[src/rtl/freq_meter_pkg.sv]
// Shared types and constants for the frequency meter: BCD digit type and increment helper.
package freq_meter_pkg;

    localparam int unsigned DIGITS_DEFAULT = 6;
    localparam logic [3:0]  BCD_NINE       = 4'd9;

    typedef logic [3:0] bcd_digit_t;

    function automatic bcd_digit_t bcd_inc(input bcd_digit_t d);
        return (d == BCD_NINE) ? 4'd0 : d + 4'd1;
    endfunction

endpackage

[src/rtl/freq_meter_bcd_digit.sv]
// One BCD decade of the running edge count; wraps 9 -> 0, holds while saturated.
module bcd_digit
    import freq_meter_pkg::*;
(
    input  logic       clk,
    input  logic       rst,
    input  logic       clr,
    input  logic       inc,
    input  logic       hold,
    output bcd_digit_t q,
    output logic       is_nine
);

    bcd_digit_t q_q;

    always_ff @(posedge clk or posedge rst) begin
        if (rst) begin
            q_q <= '0;
        end else if (clr) begin
            q_q <= '0;
        end else if (inc && !hold) begin
            q_q <= bcd_inc(q_q);
        end
    end

    assign q       = q_q;
    assign is_nine = (q_q == BCD_NINE);

endmodule

[src/rtl/freq_meter.sv]
// Counts rising edges of sig_in over back-to-back gate windows and latches the
// result as packed BCD digits with a sticky overflow flag.
module freq_meter
    import freq_meter_pkg::*;
#(
    parameter int unsigned GATE_CYCLES = 50_000_000,
    parameter int unsigned DIGITS      = DIGITS_DEFAULT
) (
    input  logic                  clk,
    input  logic                  rst,
    input  logic                  sig_in,
    output logic [4*DIGITS-1:0]   bcd_out,
    output logic                  overflow,
    output logic                  meas_valid,
    output logic                  gate_active
);

    localparam int unsigned      CNT_W     = (GATE_CYCLES > 1) ? $clog2(GATE_CYCLES) : 1;
    localparam logic [CNT_W-1:0] GATE_LAST = CNT_W'(GATE_CYCLES - 1);

    logic             sync1_q, sync2_q, dly_q;
    logic [2:0]       fill_q;
    logic             strobe;
    logic [CNT_W-1:0] gate_cnt_q;
    logic             terminal;
    logic             gate_active_q;

    logic [DIGITS-1:0]   is_nine;
    logic [DIGITS-1:0]   inc;
    logic [4*DIGITS-1:0] count;
    logic [4*DIGITS-1:0] count_next;
    logic                all_nine;
    logic                sat_hit;
    logic                ovf_q;

    logic [4*DIGITS-1:0] bcd_out_q;
    logic                overflow_q;
    logic                meas_valid_q;

    // fill_q marks when sync2/dly hold real samples, so a level already high
    // at reset release is not mistaken for a rising edge.
    always_ff @(posedge clk or posedge rst) begin
        if (rst) begin
            sync1_q <= 1'b0;
            sync2_q <= 1'b0;
            dly_q   <= 1'b0;
            fill_q  <= '0;
        end else begin
            sync1_q <= sig_in;
            sync2_q <= sync1_q;
            dly_q   <= sync2_q;
            fill_q  <= {fill_q[1:0], 1'b1};
        end
    end

    assign strobe = sync2_q & ~dly_q & fill_q[2];

    always_ff @(posedge clk or posedge rst) begin
        if (rst) begin
            gate_cnt_q    <= '0;
            gate_active_q <= 1'b0;
        end else begin
            gate_active_q <= 1'b1;
            gate_cnt_q    <= terminal ? '0 : gate_cnt_q + CNT_W'(1);
        end
    end

    assign terminal = (gate_cnt_q == GATE_LAST);

    for (genvar k = 0; k < DIGITS; k++) begin : g_digit
        bcd_digit u_digit (
            .clk     (clk),
            .rst     (rst),
            .clr     (terminal),
            .inc     (inc[k]),
            .hold    (all_nine),
            .q       (count[4*k +: 4]),
            .is_nine (is_nine[k])
        );
    end

    assign all_nine = &is_nine;
    assign sat_hit  = strobe & all_nine;

    // Carry chain plus the post-strobe value that the terminal cycle latches.
    always_comb begin
        logic run;
        run        = 1'b1;
        inc        = '0;
        count_next = count;
        for (int k = 0; k < DIGITS; k++) begin
            inc[k] = strobe & run;
            if (inc[k] && !all_nine) begin
                count_next[4*k +: 4] = bcd_inc(count[4*k +: 4]);
            end
            run = run & is_nine[k];
        end
    end

    always_ff @(posedge clk or posedge rst) begin
        if (rst) begin
            ovf_q        <= 1'b0;
            bcd_out_q    <= '0;
            overflow_q   <= 1'b0;
            meas_valid_q <= 1'b0;
        end else begin
            meas_valid_q <= terminal;
            if (terminal) begin
                bcd_out_q  <= count_next;
                overflow_q <= ovf_q | sat_hit;
                ovf_q      <= 1'b0;
            end else if (sat_hit) begin
                ovf_q <= 1'b1;
            end
        end
    end

    assign bcd_out     = bcd_out_q;
    assign overflow    = overflow_q;
    assign meas_valid  = meas_valid_q;
    assign gate_active = gate_active_q;

endmodule

[config.mk]
export PLATFORM = sky130hd
export DESIGN_NAME = freq_meter
export DESIGN_NICKNAME = d
export VERILOG_FILES = /design/src/rtl/freq_meter_pkg.sv /design/src/rtl/freq_meter_bcd_digit.sv /design/src/rtl/freq_meter.sv
export SDC_FILE = /design/constraint.sdc
export NUM_CORES = 1
export LEC_CHECK = 0
export BUFFER_PORTS_ARGS = -buffer_cell sky130_fd_sc_hd__buf_2
export CAP_MARGIN = 30
export CORE_MARGIN = 3
export CORE_UTILIZATION = 55
export DETAILED_ROUTE_END_ITERATION = 12
export PLACE_DENSITY = 0.73
export SLEW_MARGIN = 10
export SYNTH_ARGS = -nofsm -noshare
export SYNTH_HDL_FRONTEND = slang
export SYNTH_HIERARCHICAL = 1
export SYNTH_SLANG_ARGS = --single-unit
[constraint.sdc]
create_clock -name clk -period 2.4 [get_ports clk]
set_input_delay 0.12 -clock clk [delete_from_list [all_inputs] [get_ports clk]]
set_output_delay 0.12 -clock clk [all_outputs]
set_load 0.03 [all_outputs]
==> metrics, run 1 <==
total length of routed met3 wires 384 microns; clock skew between 0.01 and 0.015 ns; Mapped Cells 452; Fmax ~0.44 GHz; wire length of the first global-routing pass 18.5 mm; Worst VDD drop approximately 0.38 mV; P&R area growth vs syn 15.1%; synthesized area per cell about 10 sq um; Mapped Area around 4700 sq um; CTS buffer count 9; most frequent cells in the layout dfrtp_1, a21oi_1, buf_4; crit-path cells ha_1 > and3b_2 > and3_1 > or4b_1 > mux2_1 > mux2_4; Final Non-Filler Cells approximately 630; TritonCTS clock tree built; kind of critical path flip-flop to flip-flop; Worst-path clk slew approximately 0.090 ns; total power about 0.0028 W; sequential share of the synthesized area between 40% and 50%; top sig layer met4; diode count 0; GPL Wtd Cong about 0.87; root buffer cell clkbuf_8; Final setup viols 0; Worst Hold Class input pin to async pin; Critical Path Max Stage Delay roughly 0.54 ns; hpwl dp between 7 and 8 mm; hold_ws approximately 0.29 ns; final routed DRC violation total 0; share of layout cells above drive strength 1 a little under a quarter; worst path arrival time between 2 and 3 ns; status finished clean; post-route setup TNS 0 ns; largest net degree at the start of global routing 32; Critical Path Start Type flip-flop; Hold Vio Cnt, Final 0; port bufs 29; die area ~9600 sq um; Core Region ~8000 sq um; crit path time final between 2 and 2.5 ns; leading cell type in the layout, fill and taps excluded dfrtp_1; number of clock sinks 83; I/O pin cnt 30; delay-heaviest family, CP simple AND/OR/NAND/NOR gates; Top FF cell, synth dfrtp_1; Pwr Density ~520 nW/um^2; final wirelength 10.6 mm; met2 WL post-DR roughly 5 mm; Final Cell Area approximately 5400 sq um; Crit. End Element flip-flop; initial antenna violation count 0; number of nets in the layout 540; gr ovfl total 0; wl on met1 roughly 5 mm; number of global-route vias before repair roughly 3,800; htree depth 3; RSZ-0062 raised after global routing no; Wirelength per Cell between 15 and 20 microns; slowest stage cell, crit path or4b_1; placed cell area between 5000 and 6000 sq um; placed cell count 613; Buf+Inv Stages, Crit Path 0; Filler Cells Inserted 625; clock tree buffer depth 2; Yosys reg bits a little over 80; Unique masters post-synth 58; period utilisation layout around 94%; Die Y 98.1 microns; Initial Util roughly 58%; drt pass-1 iters 5; post-synth net total ~470; Clk Latency, worst-skew pair ~0.35 ns; chip width 98.1 microns; 1st-iter DRT viols roughly 200; synth warn 6; Post-synth EDFFs 0; Pleak 2.44 nW; Worst Path Required 2.65 ns; DRT antenna net count 0; routed vias between 3,000 and 4,000; crit-path max FO 6; maxcap violations 0; Async SR Flop Fraction 100%; pins over their slew limit 0; Via density 5.92; row count 32; All-Layer GR Usage approximately a quarter
## flip-flops by register name, indices dropped and copies added (netlist names)
signal             count
bcd_out               24
dly_q                  1
fill_q                 3
g_digit.u_digit/q     24
gate_cnt_q            26
meas_valid             1
overflow               1
ovf_q                  1
sync1_q                1
sync2_q                1
## Yosys cell counts (2+ instances only)
cell type  instances  area [sq um]
nor2b_1            6          37.5
nand4_1            9          56.3
nand3b_1          19           143
nand3_1           15          75.1
nor3_1            13          65.1
o2111ai_1          2          17.5
o21ai_0           15          75.1
a31oi_1            8          50.1
mux2_1             3          33.8
mux2_4            10           150
mux2i_1            5          50.1
and2_1             8          50.1
and4_1             8          70.1
o31ai_1            5          37.5
buf_6              2          22.5
nand2_1           28           105
a21boi_0           2          15.0
xor2_1            17           149
or4_1              4          30.0
inv_1             19          71.3
a21oi_1           44           220
xnor2_1           16           140
and3b_2            6          60.1
nor4_1             5          31.3
nor2_1            14          52.6
o211ai_1           3          22.5
clkbuf_1           7          26.3
dfrtp_1           83          2080
ha_1              13           163
nand2b_1           2          12.5
a211oi_1           4          30.0
nand2b_4           6          82.6
and3_1             2          12.5
or3_1             23           144
mux2_2             3          33.8
## cells by family after synthesis
logic type	count (synthesis)	synth area share, %
DFF	83	44.6
other	1	0.0805
AOI/OAI and AO/OA	90	11.5
and+or+nand+nor	179	25.0
buffers and inverters	32	3.44
xor gates and xnor gates	33	6.20
muxes	21	5.74
adders and majority gates	13	3.49
## stage by stage
| step | setup slack (ns) | util [%] |
|---|---|---|
| 2_1_floorplan | 0.0997 | - |
| 3_3_place_gp | 0.177 | 64.8 |
| 3_5_place_dp | 0.145 | 64.8 |
| 4_1_cts | 0.138 | 67.2 |
| 5_1_grt | 0.0218 | 67.3 |
| 6_report | 0.133 | 67.3 |
## path summary, 6_finish.rpt
check / start / endpoint / slack [ns] / cells after the start
min: rst / g_digit[3].u_digit/q[2] / 0.29 / 3
min reg2reg: sync1_q / sync2_q / 0.36 / 0
min in group clk: sync1_q / sync2_q / 0.36 / 0
max in group asynchronous: rst / gate_cnt_q[1] / 1.30 / 4
max: g_digit[5].u_digit/q[0] / bcd_out[13] / 0.13 / 6
max reg2reg: g_digit[5].u_digit/q[0] / bcd_out[13] / 0.13 / 6
## area by class of cell
| type | count | area, sq um | area share, % |
|---|---|---|---|
| Multi-Input combinational cell | 337 | 2430 | 45.2 |
| Inverter | 21 | 91.3 | 1.70 |
| Tap cell | 102 | 128 | 2.38 |
| Clock buffer | 11 | 141 | 2.64 |
| Sequential cell | 83 | 2080 | 38.7 |
| Clock inverter | 5 | 28.8 | 0.536 |
| Timing Repair Buffer | 72 | 473 | 8.82 |
## metal layers
layer | vias up | track usage (%)
met5 | - | 0
met4 | 0 | 7.24
met3 | 12 | 3.14
met2 | 71 | 36.9
met1 | 1851 | 34.1
li1 | 1801 | -
## worst register-to-register path: cells and delay by family, from the launching register on
kind	cells	cell delay [ns]
flip-flops	1	0.39
multiplexers	2	0.58
adder cells (fa/ha/maj)	1	0.19
AND/OR/NAND/NOR	3	1.01
## power breakdown
| part | internal (W) | leakage [nW] | switching (W) |
|---|---|---|---|
| Clock | 0.000400 | 0.0928 | 0.000504 |
| Combinational | 0.000175 | 1.22 | 0.000241 |
| Sequential | 0.00144 | 1.12 | 0.0000271 |
| Total | 0.00202 | 2.44 | 0.000773 |
## timing repair
action,4_1_cts,5_1_grt
endpoints found under the hold margin,46,0
gates resized for setup,0,3
setup endpoints to repair,0,23
buffers inserted,0,0
hold buffers,2,0
Power figures use the tool's default switching activity.
==> inputs of run 2 (changes only) <==
--- a/config.mk
+++ b/config.mk
@@ -8,9 +8,10 @@
 export BUFFER_PORTS_ARGS = -buffer_cell sky130_fd_sc_hd__buf_2
 export CAP_MARGIN = 30
 export CORE_MARGIN = 3
-export CORE_UTILIZATION = 55
+export CORE_UTILIZATION = 50
+export CTS_CLUSTER_SIZE = 28
 export DETAILED_ROUTE_END_ITERATION = 12
-export PLACE_DENSITY = 0.73
+export PLACE_DENSITY = 0.67
 export SLEW_MARGIN = 10
 export SYNTH_ARGS = -nofsm -noshare
 export SYNTH_HDL_FRONTEND = slang
==> metrics, run 2 (synthesis results as in run 1) <==
status finished clean; Worst Path Required 2.67 ns (+0.02 ns); number of global-route vias before repair 3,667 (-2.7%); Die Y 103 microns (+4.6%); I/O pin cnt 30 (unchanged); fin util 60.9% (-6.4 points); Final setup viols 0 (unchanged); routed vias 3,701 (-0.91%); Crit. End Element flip-flop; Via density 5.81 (-1.8%); largest net degree at the start of global routing 38 (+19%); diode count 0 (unchanged); DRT antenna net count 0 (unchanged); share of layout cells above drive strength 1 22.7% (unchanged); period utilisation layout 94.8% (+0.36 points); Fmax 0.439 GHz (-0.38%); wire length of the first global-routing pass 17.7 mm (-4.3%); drt pass-1 iters 5 (unchanged); chip width 103 microns (+4.6%); Worst Hold Class input pin to async pin; 1st-iter DRT viols 176 (-11%); crit path time final 2.28 ns (+0.00867 ns); slowest stage cell, crit path dfrtp_1; Initial Util 52.4% (-6.1 points); GPL Wtd Cong 0.805 (-7.1%); row count 34 (+6.3%); Pleak 2.45 nW (+0.43%); Core Region 8890 sq um (+12%); Hold Vio Cnt, Final 0 (unchanged); crit-path max FO 7 (+1); measured slew at the worst slew-check pin roughly 0.54 ns; htree depth 3 (unchanged); final wirelength 10.5 mm (-0.89%); postcts setup bufs 0 (unchanged); port bufs 29 (unchanged); Largest register FFs 26 (unchanged); leading cell type in the layout, fill and taps excluded dfrtp_1; RSZ-0062 raised after global routing no; largest register by flop count gate_cnt_q; initial antenna violation count 0 (unchanged); number of nets in the layout 540 (unchanged); P&R area growth vs syn 16.2%; Final Non-Filler Cells 637 (+0.95%); clock skew 0.00619 ns (-0.00570 ns); Slew Limit Headroom 63.8%; CTS buffer count 9 (unchanged); Clk Latency, worst-skew pair 0.36 ns (about the same); Wirelength per Cell 16.4 microns (-1.8%); hold_ws 0.280 ns (-0.00498 ns); Critical Path Start Type flip-flop; number of clock sinks 83 (unchanged); hpwl dp 7.40 mm (-4.4%); Worst-path clk slew 0.09 ns (about the same); most frequent cells in the layout dfrtp_1, a21oi_1, buf_4; TritonCTS clock tree built; Critical Path Max Stage Delay 0.39 ns (-0.15 ns); pins over their slew limit 0 (unchanged); gr ovfl total 0 (unchanged); Worst VDD drop 0.228 mV (-40%); post-route setup TNS 0 ns (unchanged); All-Layer GR Usage 21.4% (-2.1 points); clock tree buffer depth 2 (unchanged); root buffer cell clkbuf_8; kind of critical path flip-flop to flip-flop; placed cell count 619 (+0.98%); crit-path cells ha_1 > and3b_2 > nand4_1 > buf_4 > nor2_1 > buf_4 > nand2b_4 > or3_1 > a31oi_1; most frequent CP cell buf_4; worst path arrival time 2.55 ns (+0.04 ns); Pwr Density 546 nW/um^2 (+4.9%); die area 10,500 sq um (+9.4%); maxcap violations 0 (unchanged); final routed DRC violation total 0 (unchanged)
==> run 2: cell types whose count changed in the layout (fill, tap and decap cells not counted), sizes merged <==
| cell | delta |
|---|---|
| clkinvlp | +1 |
| inv | +2 |
| bufinv | +1 |
| clkbuf | -2 |
| clkinv | -2 |
==> run 2: metrics by stage <==
| step | setup slack (ns) | instance area [sq um] | power (W) |
|---|---|---|---|
| 2_1_floorplan | 0.0997 | 4660 | 0.00175 |
| 3_3_place_gp | 0.177 | 5180 | 0.00191 |
| 3_5_place_dp | 0.150 | 5180 | 0.00192 |
| 4_1_cts | 0.122 | 5420 | 0.00298 |
| 5_1_grt | 0.0155 | 5420 | 0.00310 |
| 6_report | 0.124 | 5420 | 0.00295 |
==> run 2: path summary, 6_finish.rpt <==
| path | slack, ns | from | depth (start not counted) | end |
|---|---|---|---|---|
| max | 0.12 | g_digit[2].u_digit/q[0] | 9 | g_digit[1].u_digit/q[3] |
| min | 0.28 | rst | 3 | g_digit[0].u_digit/q[2] |
| max reg2reg | 0.12 | g_digit[2].u_digit/q[0] | 9 | g_digit[1].u_digit/q[3] |
| min reg2reg | 0.36 | fill_q[1] | 0 | fill_q[2] |
| max in group asynchronous | 1.36 | rst | 4 | bcd_out[5] |
| min in group clk | 0.36 | fill_q[1] | 0 | fill_q[2] |
==> run 2: worst max-delay path, delay by kind of cell (launching register included) <==
| family | cells | cell delay (ns) |
|---|---|---|
| AO/OA/AOI/OAI | 1 | 0.19 |
| buffers and inverters | 2 | 0.37 |
| adder cells (fa/ha/maj) | 1 | 0.19 |
| flip-flops | 1 | 0.39 |
| AND/OR/NAND/NOR | 5 | 1.06 |
==> run 2: layout make-up <==
| cell class | instances | area (sq um) |
|---|---|---|
| clock buffers | 9 | 124 |
| clock inverters | 7 | 86.3 |
| fillers | 737 | 3480 |
| inverters | 21 | 83.8 |
| multi-input cells | 337 | 2420 |
| flip-flops and latches | 83 | 2080 |
| well taps | 108 | 135 |
| repair buffers | 72 | 485 |
==> run 2: where the power goes <==
| group | leakage (nW) | internal (W) | switching, W |
|---|---|---|---|
| sequential | 1.12 | 0.00144 | 0.0000256 |
| clock | 0.103 | 0.000500 | 0.000561 |
| combinational | 1.22 | 0.000177 | 0.000247 |
==> run 2: timing repair <==
action | 4_1_cts | 5_1_grt
hold buffers | 2 | 0
hold endpoints to repair | 47 | 0
resized for setup | 0 | 0
==> run 2: routing by layer <==
metal | vias to the layer above | global-route usage (%) | part of all wire, %
met4 | 0 | 4.94 | 1.0
met3 | 13 | 5.07 | 4.0
li1 | 1799 | - | -
met1 | 1813 | 28.6 | 46
met2 | 76 | 35.5 | 49
met5 | - | 0 | 0
==> inputs of run 3 (changes only) <==
--- a/config.mk
+++ b/config.mk
@@ -12,6 +12,8 @@
 export CTS_CLUSTER_SIZE = 28
 export DETAILED_ROUTE_END_ITERATION = 12
 export PLACE_DENSITY = 0.67
+export REMOVE_ABC_BUFFERS = 1
+export SETUP_SLACK_MARGIN = 0.4
 export SLEW_MARGIN = 10
 export SYNTH_ARGS = -nofsm -noshare
 export SYNTH_HDL_FRONTEND = slang
==> metrics, run 3 (synthesis results as in run 1) <==
status finished clean; drt pass-1 iters 4 (-1); Critical Path Start Type flip-flop; root buffer cell clkbuf_8; largest net degree at the start of global routing 28 (-26%); die area 10,500 sq um (unchanged); 1st-iter DRT viols 188 (+6.8%); kind of critical path flip-flop to flip-flop; crit-path max FO 8 (+1); most frequent cells in the layout dfrtp_1, buf_4, a21oi_1; Critical Path Sink bcd_out[19]; chip width 103 microns (unchanged); period utilisation layout 92.7% (-2.1 points); M1 GR Usage 32.8% (+4.2 points); initial antenna violation count 0 (unchanged); All-Layer GR Usage 23.0% (+1.6 points); Initial Util 52.4% (unchanged); RSZ-0062 raised after global routing yes; htree depth 3 (unchanged); Worst Setup SP g_digit[4].u_digit/q[0]; largest register by flop count gate_cnt_q; Worst Hold Class input pin to async pin; area of the multi-input gates 2620 sq um (+8.3%); Pwr Density 512 nW/um^2 (-6.2%); maxcap violations 0 (unchanged); Via density 5.88 (+1.3%); number of clock sinks 83 (unchanged); hpwl dp 7.74 mm (+4.6%); TritonCTS clock tree built; crit path time final 2.22 ns (-0.0509 ns); share of layout cells above drive strength 1 33.5% (+11 points); Worst R2R Path Depth 7 (-2); post-route setup TNS 0 ns (unchanged); routed vias 3,919 (+5.9%); Worst Path Required 2.64 ns (-0.03 ns); Filler Cells Inserted 723 (-1.9%); Hold Vio Cnt, Final 0 (unchanged); pins over their slew limit 0 (unchanged); GPL Wtd Cong 0.885 (+10%); Critical Path Max Stage Delay 0.48 ns (+0.09 ns); hold_ws 0.310 ns (+0.0302 ns); Final setup viols 0 (unchanged); Clk Latency, worst-skew pair 0.36 ns (about the same); r2r setup slk 0.18 ns (+0.05 ns); met2 Use GR 35.0% (-0.50 points); Die Y 103 microns (unchanged); worst path arrival time 2.47 ns (-0.08 ns); DRT antenna net count 0 (unchanged); port bufs 29 (unchanged); GRT met3 Usage 5.28% (+0.20 points); Pleak 2.63 nW (+7.7%); clock tree buffer depth 2 (unchanged); P&R area growth vs syn 25.7%; final routed DRC violation total 0 (unchanged); Reg2Reg Launch Point g_digit[4].u_digit/q[0]; GR peak layer met2; row count 34 (unchanged); Worst-path clk slew 0.08 ns (about the same); number of nets in the layout 569 (+5.4%); slowest stage cell, crit path or4_1; number of global-route vias before repair 3,723 (+1.5%); total power 0.00300 W (+1.4%); Largest register FFs 26 (unchanged); gr ovfl total 0 (unchanged); Core Region 8890 sq um (unchanged); diode count 0 (unchanged); clock skew 0.00849 ns (+0.00230 ns); wire length of the first global-routing pass 18.8 mm (+6.2%); leading cell type in the layout, fill and taps excluded dfrtp_1; Wirelength per Cell 17.4 microns (+6.0%); Fmax 0.449 GHz (+2.3%); Crit Reg-Reg Endpoint bcd_out[19]; Worst VDD drop 0.459 mV (+100%); crit-path cells ha_2 > and3b_2 > buf_6 > a21bo_2 > or4_1 > a22o_1 > mux2_4; I/O pin cnt 30 (unchanged); FF+latch area 2080 sq um (about the same); CTS buffer count 9 (unchanged); Crit. End Element flip-flop; final wirelength 11.6 mm (+11%)
[run 3: cell count changes in the layout (fill, tap and decap cells not counted), sizes merged]
cell / delta
buf: +28
clkbuf: +3
clkinvlp: +1
clkinv: -1
inv: -2
[run 3: metrics by stage]
step / setup WS (ns) / area [sq um] / cells / utilization, %
after floorplan: 0.0997 / 4580 / 441 / -
after global placement: 0.181 / 5190 / 621 / 58.3
after detailed placement: 0.109 / 5190 / 621 / 58.3
after CTS: 0.198 / 5660 / 655 / 63.6
after global routing: 0.124 / 5860 / 666 / 65.9
final: 0.175 / 5860 / 666 / 65.9
[run 3: worst min-delay path by stage]
stage | start | endpoint | slack (ns) | cells after the start
2_1_floorplan | rst | g_digit[0].u_digit/q[0] | -0.11 | 1
3_3_place_gp | rst | g_digit[4].u_digit/q[1] | 0.13 | 2
3_5_place_dp | rst | g_digit[4].u_digit/q[3] | 0.12 | 2
4_1_cts | rst | g_digit[3].u_digit/q[1] | 0.28 | 3
5_1_grt | rst | g_digit[4].u_digit/q[0] | 0.32 | 3
6_report | rst | g_digit[4].u_digit/q[0] | 0.31 | 3
[run 3: worst max-delay path, delay by kind of cell (launching register included)]
kind                     cells  cell delay, ns
AO/OA/AOI/OAI                2            0.43
multiplexers                 1            0.25
AND/OR/NAND/NOR              2            0.71
flip-flops                   1            0.39
buffers and inverters        1            0.15
adder cells (fa/ha/maj)      1            0.18
[run 3: cell type report]
class | instances | share of cell area, %
clock buffers | 12 | 2.48
repair buffers | 100 | 12.4
well taps | 108 | 2.31
repair inverters | 1 | 0.150
multi-input cells | 337 | 44.8
inverters | 21 | 1.56
clock inverters | 4 | 0.855
flip-flops and latches | 83 | 35.5
[run 3: metal layers]
metal | wire [microns] | share of wire (%) | up-vias
li1 | - | - | 1852
met1 | 5530 | 48 | 1954
met2 | 5400 | 47 | 92
met3 | 452 | 3.9 | 21
met4 | 229 | 2.0 | 0
met5 | 0 | 0 | -
[run 3: report_power, final]
group          leakage (nW)  switching [W]  internal [W]
Sequential             1.12      0.0000282       0.00144
Clock                0.0926       0.000510      0.000509
Combinational          1.42       0.000285      0.000221
[run 3: timing repair]
item                       CTS  global route
resized for setup           36            28
hold buffers                 2             0
buffers inserted            15            11
cloned                       1             0
pin swaps                   26            25
setup endpoints to repair   53            62
hold endpoints to repair    37             0
